$ cat src/rtl/iq_byte_merge.sv
// Merges an interleaved offset-binary I/Q byte stream into signed WIDTH-bit complex samples.
// Optional DC removal is compiled in when IQ_DC_REMOVE_EN is defined.
module iq_byte_merge #(
    parameter int WIDTH    = 16,
    parameter int TIMEOUT  = 255,
    parameter int DC_SHIFT = 10
) (
    input  logic                    clk,
    input  logic                    rst,
    input  logic                    byte_valid_i,
    input  logic [7:0]              byte_i,
    input  logic                    sync_i,
    output logic signed [WIDTH-1:0] real_o,
    output logic signed [WIDTH-1:0] imag_o,
    output logic                    merge_finished_o,
    output logic                    desync_o
);

    // state | meaning
    // S_I   | waiting for the I byte of a pair
    // S_Q   | I byte held, waiting for the Q byte (timeout counter running)
    typedef enum logic {S_I, S_Q} state_t;

    localparam int CW = (TIMEOUT < 1) ? 1 : $clog2(TIMEOUT + 1);
    localparam logic [CW-1:0] CNT_LAST = CW'(TIMEOUT - 1);

    if (WIDTH < 8 || TIMEOUT < 1 || DC_SHIFT < 0) begin : g_param_check
        $error("iq_byte_merge: invalid parameter value");
    end

    state_t                  state_q, state_d;
    logic [7:0]              ibyte_q, ibyte_d;
    logic [CW-1:0]           cnt_q, cnt_d;
    logic                    desync_q, desync_d;
    logic                    strobe_q;
    logic                    pair_done;
    logic signed [WIDTH-1:0] real_q, real_d;
    logic signed [WIDTH-1:0] imag_q, imag_d;
    logic signed [WIDTH-1:0] x_i, x_q;

    function automatic logic signed [WIDTH-1:0] to_sample(input logic [7:0] b);
        logic signed [7:0]       s;
        logic signed [WIDTH-1:0] e;
        s = $signed(b ^ 8'h80);
        e = WIDTH'(s);
        return e <<< (WIDTH - 8);
    endfunction

    assign x_i = to_sample(ibyte_q);
    assign x_q = to_sample(byte_i);

    always_comb begin
        state_d   = state_q;
        ibyte_d   = ibyte_q;
        cnt_d     = cnt_q;
        desync_d  = desync_q;
        pair_done = 1'b0;
        case (state_q)
            S_I: begin
                if (byte_valid_i) begin
                    ibyte_d = byte_i;
                    cnt_d   = '0;
                    state_d = S_Q;
                end
            end
            S_Q: begin
                if (byte_valid_i && !sync_i) begin
                    pair_done = 1'b1;
                    cnt_d     = '0;
                    state_d   = S_I;
                end else if (byte_valid_i) begin
                    // A sync-tagged byte mid-pair restarts the pair with this byte as I.
                    ibyte_d  = byte_i;
                    cnt_d    = '0;
                    desync_d = 1'b1;
                end else if (sync_i || cnt_q == CNT_LAST) begin
                    cnt_d    = '0;
                    desync_d = 1'b1;
                    state_d  = S_I;
                end else begin
                    cnt_d = cnt_q + 1'b1;
                end
            end
            default: state_d = S_I;
        endcase
    end

`ifdef IQ_DC_REMOVE_EN
    localparam int AW = WIDTH + DC_SHIFT + 1;
    localparam logic signed [AW-1:0] SAT_MAX = {{(AW - WIDTH + 1){1'b0}}, {(WIDTH - 1){1'b1}}};
    localparam logic signed [AW-1:0] SAT_MIN = ~SAT_MAX;

    logic signed [AW-1:0] acc_i_q, acc_i_d, acc_q_q, acc_q_d;
    logic signed [AW-1:0] diff_i, diff_q;

    function automatic logic signed [WIDTH-1:0] sat(input logic signed [AW-1:0] v);
        if (v > SAT_MAX) return SAT_MAX[WIDTH-1:0];
        if (v < SAT_MIN) return SAT_MIN[WIDTH-1:0];
        return v[WIDTH-1:0];
    endfunction

    assign diff_i = AW'(x_i) - (acc_i_q >>> DC_SHIFT);
    assign diff_q = AW'(x_q) - (acc_q_q >>> DC_SHIFT);

    always_comb begin
        real_d  = real_q;
        imag_d  = imag_q;
        acc_i_d = acc_i_q;
        acc_q_d = acc_q_q;
        if (pair_done) begin
            real_d  = sat(diff_i);
            imag_d  = sat(diff_q);
            acc_i_d = acc_i_q + diff_i;
            acc_q_d = acc_q_q + diff_q;
        end
    end

    always_ff @(posedge clk) begin
        if (rst) begin
            acc_i_q <= '0;
            acc_q_q <= '0;
        end else begin
            acc_i_q <= acc_i_d;
            acc_q_q <= acc_q_d;
        end
    end
`else
    always_comb begin
        real_d = real_q;
        imag_d = imag_q;
        if (pair_done) begin
            real_d = x_i;
            imag_d = x_q;
        end
    end
`endif

    always_ff @(posedge clk) begin
        if (rst) begin
            state_q  <= S_I;
            ibyte_q  <= '0;
            cnt_q    <= '0;
            desync_q <= 1'b0;
            strobe_q <= 1'b0;
            real_q   <= '0;
            imag_q   <= '0;
        end else begin
            state_q  <= state_d;
            ibyte_q  <= ibyte_d;
            cnt_q    <= cnt_d;
            desync_q <= desync_d;
            strobe_q <= pair_done;
            real_q   <= real_d;
            imag_q   <= imag_d;
        end
    end

    assign real_o           = real_q;
    assign imag_o           = imag_q;
    assign merge_finished_o = strobe_q;
    assign desync_o         = desync_q;

endmodule

$ cat config.mk
export PLATFORM = sky130hd
export DESIGN_NAME = iq_byte_merge
export DESIGN_NICKNAME = d
export VERILOG_FILES = /design/src/rtl/iq_byte_merge.sv
export SDC_FILE = /design/constraint.sdc
export NUM_CORES = 1
export LEC_CHECK = 0
export CAP_MARGIN = 20
export CORE_MARGIN = 2
export CORE_UTILIZATION = 40
export CTS_CLUSTER_SIZE = 16
export DETAILED_ROUTE_END_ITERATION = 16
export PLACE_DENSITY = 0.8
export SLEW_MARGIN = 25
export SYNTH_ARGS = -nofsm -noshare
export SYNTH_HDL_FRONTEND = slang
export SYNTH_SLANG_ARGS = --single-unit
$ cat constraint.sdc
create_clock -name clk -period 1.75 [get_ports clk]
set_input_delay 0.35 -clock clk [delete_from_list [all_inputs] [get_ports clk]]
set_output_delay 0.35 -clock clk [all_outputs]
set_load 0.05 [all_outputs]
Yosys cells after proc, flatten, opt, wreduce, memory -nomap -nowiden
Cells that the tools add are included.
{"block": "op_classes", "add_sub_neg": 1, "n_eq_ne": 3, "mux": 17, "bitwise": 4, "n_reduce_logical": 5}
{"op": "2-to-1 mux 8 bit", "n": 6}
{"op": "one-hot mux 8 bit (2 select lines)", "n": 2}
{"op": "adder 8 x 1 -> 8 bit, second input constant", "n": 1}
{"op": "== test 8 bit, second input constant", "n": 1}
{"op": "2-to-1 mux 1 bit", "n": 8}
{"op": "inequality test 2 bit, second input constant", "n": 2}
{"op": "inverter 1 bit", "n": 4}
{"op": "AND reduction 3 bit", "n": 1}
{"op": "one-hot mux 1 bit (2 select lines)", "n": 1}
{"op": "nonzero test 2 bit", "n": 1}
{"op": "logical AND 1 bit", "n": 1}
{"op": "zero test 1 bit", "n": 1}
{"op": "logical OR 1 bit", "n": 1}
{"block": "word_totals", "regBits": 35, "input_bits": 12, "out_inout_bits": 34, "word_cells": 37}

Longest topological paths before layout
{"block": "depth", "ltp_word": 6, "mapped_depth": 6, "ltp_nobuf": 6}

Worst setup path before layout
No wires, ideal clock.
{"block": "synth_path", "kind": "reg2reg", "from": "register cnt_q[0]", "to": "register cnt_q[4]", "setup_time_ns": 0.075, "t_arrival_ns": 1.300, "t_required_ns": 1.675, "slack_ns": 0.375, "path_stages_with_launch": 7, "n_path_buf": 0, "period_less_slack_ns": 1.375, "path_cell_list": "dfxtp_1 > inv_1 > ha_1 > nand3_1 > o21ai_2 > or3_1 > a31oi_1"}
{"block": "synth_between", "elab_chain_len": 6, "word_cells_on_any_way": 7, "cone_classes": "add/sub (1); eq/ne (1); mux (4); reduce/logical (1)"}
{"item": "from (decl)", "line_no": "33", "rtl": "logic [CW-1:0] cnt_q, cnt_d;"}
{"item": "from (signal assigned)", "line_no": "150", "rtl": "cnt_q <= cnt_d;"}
{"item": "parallel branches: the longest is 2 deep, another holds adder 8 x 1 -> 8 bit"}
{"item": "2-to-1 mux 8 bit (*)", "line_no": "76", "rtl": "end else if (sync_i || cnt_q == CNT_LAST) begin"}
{"item": "2-to-1 mux 8 bit (*)", "line_no": "71", "rtl": "end else if (byte_valid_i) begin"}
{"item": "2-to-1 mux 8 bit (*)", "line_no": "67", "rtl": "if (byte_valid_i && !sync_i) begin"}
{"item": "one-hot mux 8 bit (2 select lines) (*)", "line_no": "58", "rtl": "case (state_q)"}
Every way passes the cells marked *.
A chain may end at the register's enable or synchronous reset.

Worst setup path after layout
{"block": "layout_path", "from": "input sync_i", "to": "register cnt_q[5]"}
{"block": "layout_between", "elab_chain_len": 5, "word_cells_on_any_way": 7, "cone_classes": "mux (4); reduce/logical (3)"}
{"item": "from (decl)", "line_no": "12", "rtl": "input logic sync_i,"}
{"item": "logical OR 1 bit", "line_no": "76"}
{"item": "2-to-1 mux 8 bit", "line_no": "76"}
{"item": "2-to-1 mux 8 bit", "line_no": "71"}
{"item": "2-to-1 mux 8 bit (*)", "line_no": "67"}
{"item": "one-hot mux 8 bit (2 select lines) (*)", "line_no": "58"}
Every way passes the cells marked *; elsewhere a longest branch is shown, timed or not.

==> impl_metrics.ini <==
[run_status]
run_status = completed

[clock_tree]
postCtsResizedCells = 0
cts_setup_buffers = 0
tritoncts = done
clock_sinks = 35
clk-insertion-delay-late_ps = 290
cts_root_buffer = clkbuf_8
h-tree-depth = 2
clk_path_buf_depth = 2
postCtsHoldBufs = 0
cts_buffers = 5
clk_pin_slew_ps = 60

[yosys]
synth_edf_count = 0
yosys.area_share.adder = 0.0170
synth.avg_cell_area_um2 = 9.83
synth_top_flop_cell = dfxtp_1
ys_types = 35
synthXorXnorAreaFrac = 0
synthTopCellsByArea = dfxtp_1, buf_4, a22o_1, mux2i_1, nor2_1
synth-simple-area-share = 0.154
synthArstFlopShare = 0
yosys_warnings = 0
syn-instance-count = 150
seq_area_frac_synth = 0.475
yosysTopAreaCellShare = 0.475
ys_ff_latch = 35
synth_top_family_by_area = compound AO/OA/AOI/OAI gates
synth_compound_area_frac = 0.170
synth_top_area_cell = dfxtp_1
netlist_area_um2 = 1480
synth_mux_area_frac = 0.0611

[critical_path]
r2r_slack_ps = 220
crit_arrival_ps = 1750
cpPeakStageDelay_ps = 520
startpoint = sync_i
required_ps = 1960
start_kind = input port
cp_slowest_cell = clkdlybuf4s50_1
crit_buf_inv = 1
r2r-start = cnt_q[0]$_SDFFE_PP0P_
r2r_cells = 6
worstSetupPathType = input port to flip-flop
cp_cell_sequence = clkdlybuf4s50_1, nor3b_4, o21ai_2, or3_1, a31oi_1
worstSetupEndpointType = flip-flop
r2r-end = cnt_q[5]$_SDFFE_PP0P_
worstPathMaxFanout = 3
crit_family = simple AND/OR/NAND/NOR gates

[finish]
final_common_cell = dfxtp_1
fillers = 332
areaGrowthSynthToFinish_pct = 29.9
most-common-layout-cells = dfxtp_1, buf_4, conb_1, nor2_1, a22o_1
drive_above_1_share = 0.238
n_antenna_cell = 0
utilization = 0.532
nNetsFinal = 206

[timing]
finClkSkew_ps = 5.23
max_freq_mhz = 649
period_share = 0.881
slew_viol_final = 0
rsz0062_at_grt = no
setup_violations = 0
hold_viol_final = 0
finalCriticalPeriod_ps = 1540
setup_tns_ps = 0

[hold_path]
hold_depth = 1
hp-class = flip-flop to flip-flop
whs_endpoint = real_o[15]$_SDFFE_PP0P_
hold_path_startpoint = ibyte_q[7]$_SDFFE_PP0P_

[floorplanning]
initial_utilization = 0.409
die_width_um = 64.7
die_y_um = 64.7
core_um2 = 3610
die-area_um2 = 4190
ioPinCount = 46
placementRows = 22

[place]
place.gp.congestion = 0.812
portBuffers = 29
hpwl_um = 2040

[global_route]
grt_pass1_vias = 1002
grt_max_degree = 17
grtUsageTotal = 0.143
gr-max-usage-layer = met2
use_met2 = 0.219
grt.met3_usage = 0.0503
gr-total-overflow = 0
antenna_found_initial = 0
grt_pass1_wl_um = 4510
met1_usage = 0.175

[route]
remaining_drc_errors = 0
detail_route.iter0.violations = 41
wirelength_um = 2830
vias_per_cell = 4.78
wire_per_inst_um = 11.7
drtAntennaViolNets = 0
first_pass_iters = 4
via_count = 1153

[pwr]
ir_drop_uv = 421
p_per_area_nw_per_um2 = 1000
p_leak_nw = 0.814

[job]
drv_cap = 0
-- worst max path at each step --
stage                            endpoint  slack [ps]  depth (start not counted)
detailed placement  cnt_q[4]$_SDFFE_PP0P_         -60                          5
finish              cnt_q[5]$_SDFFE_PP0P_         210                          5
CTS                 cnt_q[5]$_SDFFE_PP0P_         200                          5
global placement    cnt_q[5]$_SDFFE_PP0P_         -40                          5
floorplan           cnt_q[4]$_SDFFE_PP0P_         380                          6
global route        cnt_q[5]$_SDFFE_PP0P_         150                          6
-- sequential cells by signal, indices dropped and copies added (netlist names) --
register,flops
cnt_q,8
desync_o,1
ibyte_q,8
merge_finished_o,1
imag_o,8
real_o,8
state_q,1
-- metrics by stage --
stage	total power, mW	instance area (µm²)	hold WS (ps)	instances	worst slack (ps)
global route	1.99	1920	472	241	147
detailed placement	1.09	1780	442	233	-55.5
global placement	1.09	1780	434	233	-41.3
CTS	1.94	1920	452	241	199
finish	1.92	1920	448	241	209
floorplan	1.04	1530	423	165	375
-- synthesized netlist by cell type (2+ instances only) --
cell      number
a21oi_1        7
a22o_1        14
a31oi_1        3
buf_4         17
buf_6          2
clkbuf_1       2
dfxtp_1       35
ha_1           2
inv_1          3
mux2i_1        9
nand2_1        8
nand3_1        5
nand4_1        2
nor2_1        14
nor3_1         2
o21ai_0        5
or3_1          2
-- report_power, final --
group,internal [mW],leakage (nW),switching (mW)
registers,0.818,0.284,0.0130
clock network,0.569,0.0654,0.275
logic,0.0803,0.464,0.162
total,1.47,0.814,0.449
-- layer usage --
layer | vias up | wire (µm)
met1 | 537 | 1310
met2 | 31 | 1310
met3 | 7 | 152
li1 | 578 | -
met5 | - | 0
met4 | 0 | 61
-- logic make-up (layout without fill, tap and decap cells) --
group | count (synthesis) | after routing
AO/OA/AOI/OAI | 35 | 35
adder cells (fa/ha/maj) | 2 | 2
buffers and inverters | 26 | 54
flip-flops | 35 | 35
multiplexers | 9 | 9
other | 1 | 16
AND/OR/NAND/NOR | 42 | 42
-- layout make-up --
class / instances / area (µm²) / area share
well taps: 48 / 60.1 / 0.0313
flip-flops and latches: 35 / 701 / 0.366
multi-input cells: 104 / 653 / 0.341
clock buffers: 6 / 72.6 / 0.0379
repair buffers: 42 / 355 / 0.185
inverters: 4 / 15.0 / 0.00783
clock inverters: 2 / 60.1 / 0.0313
Power figures use the tool's default switching activity.
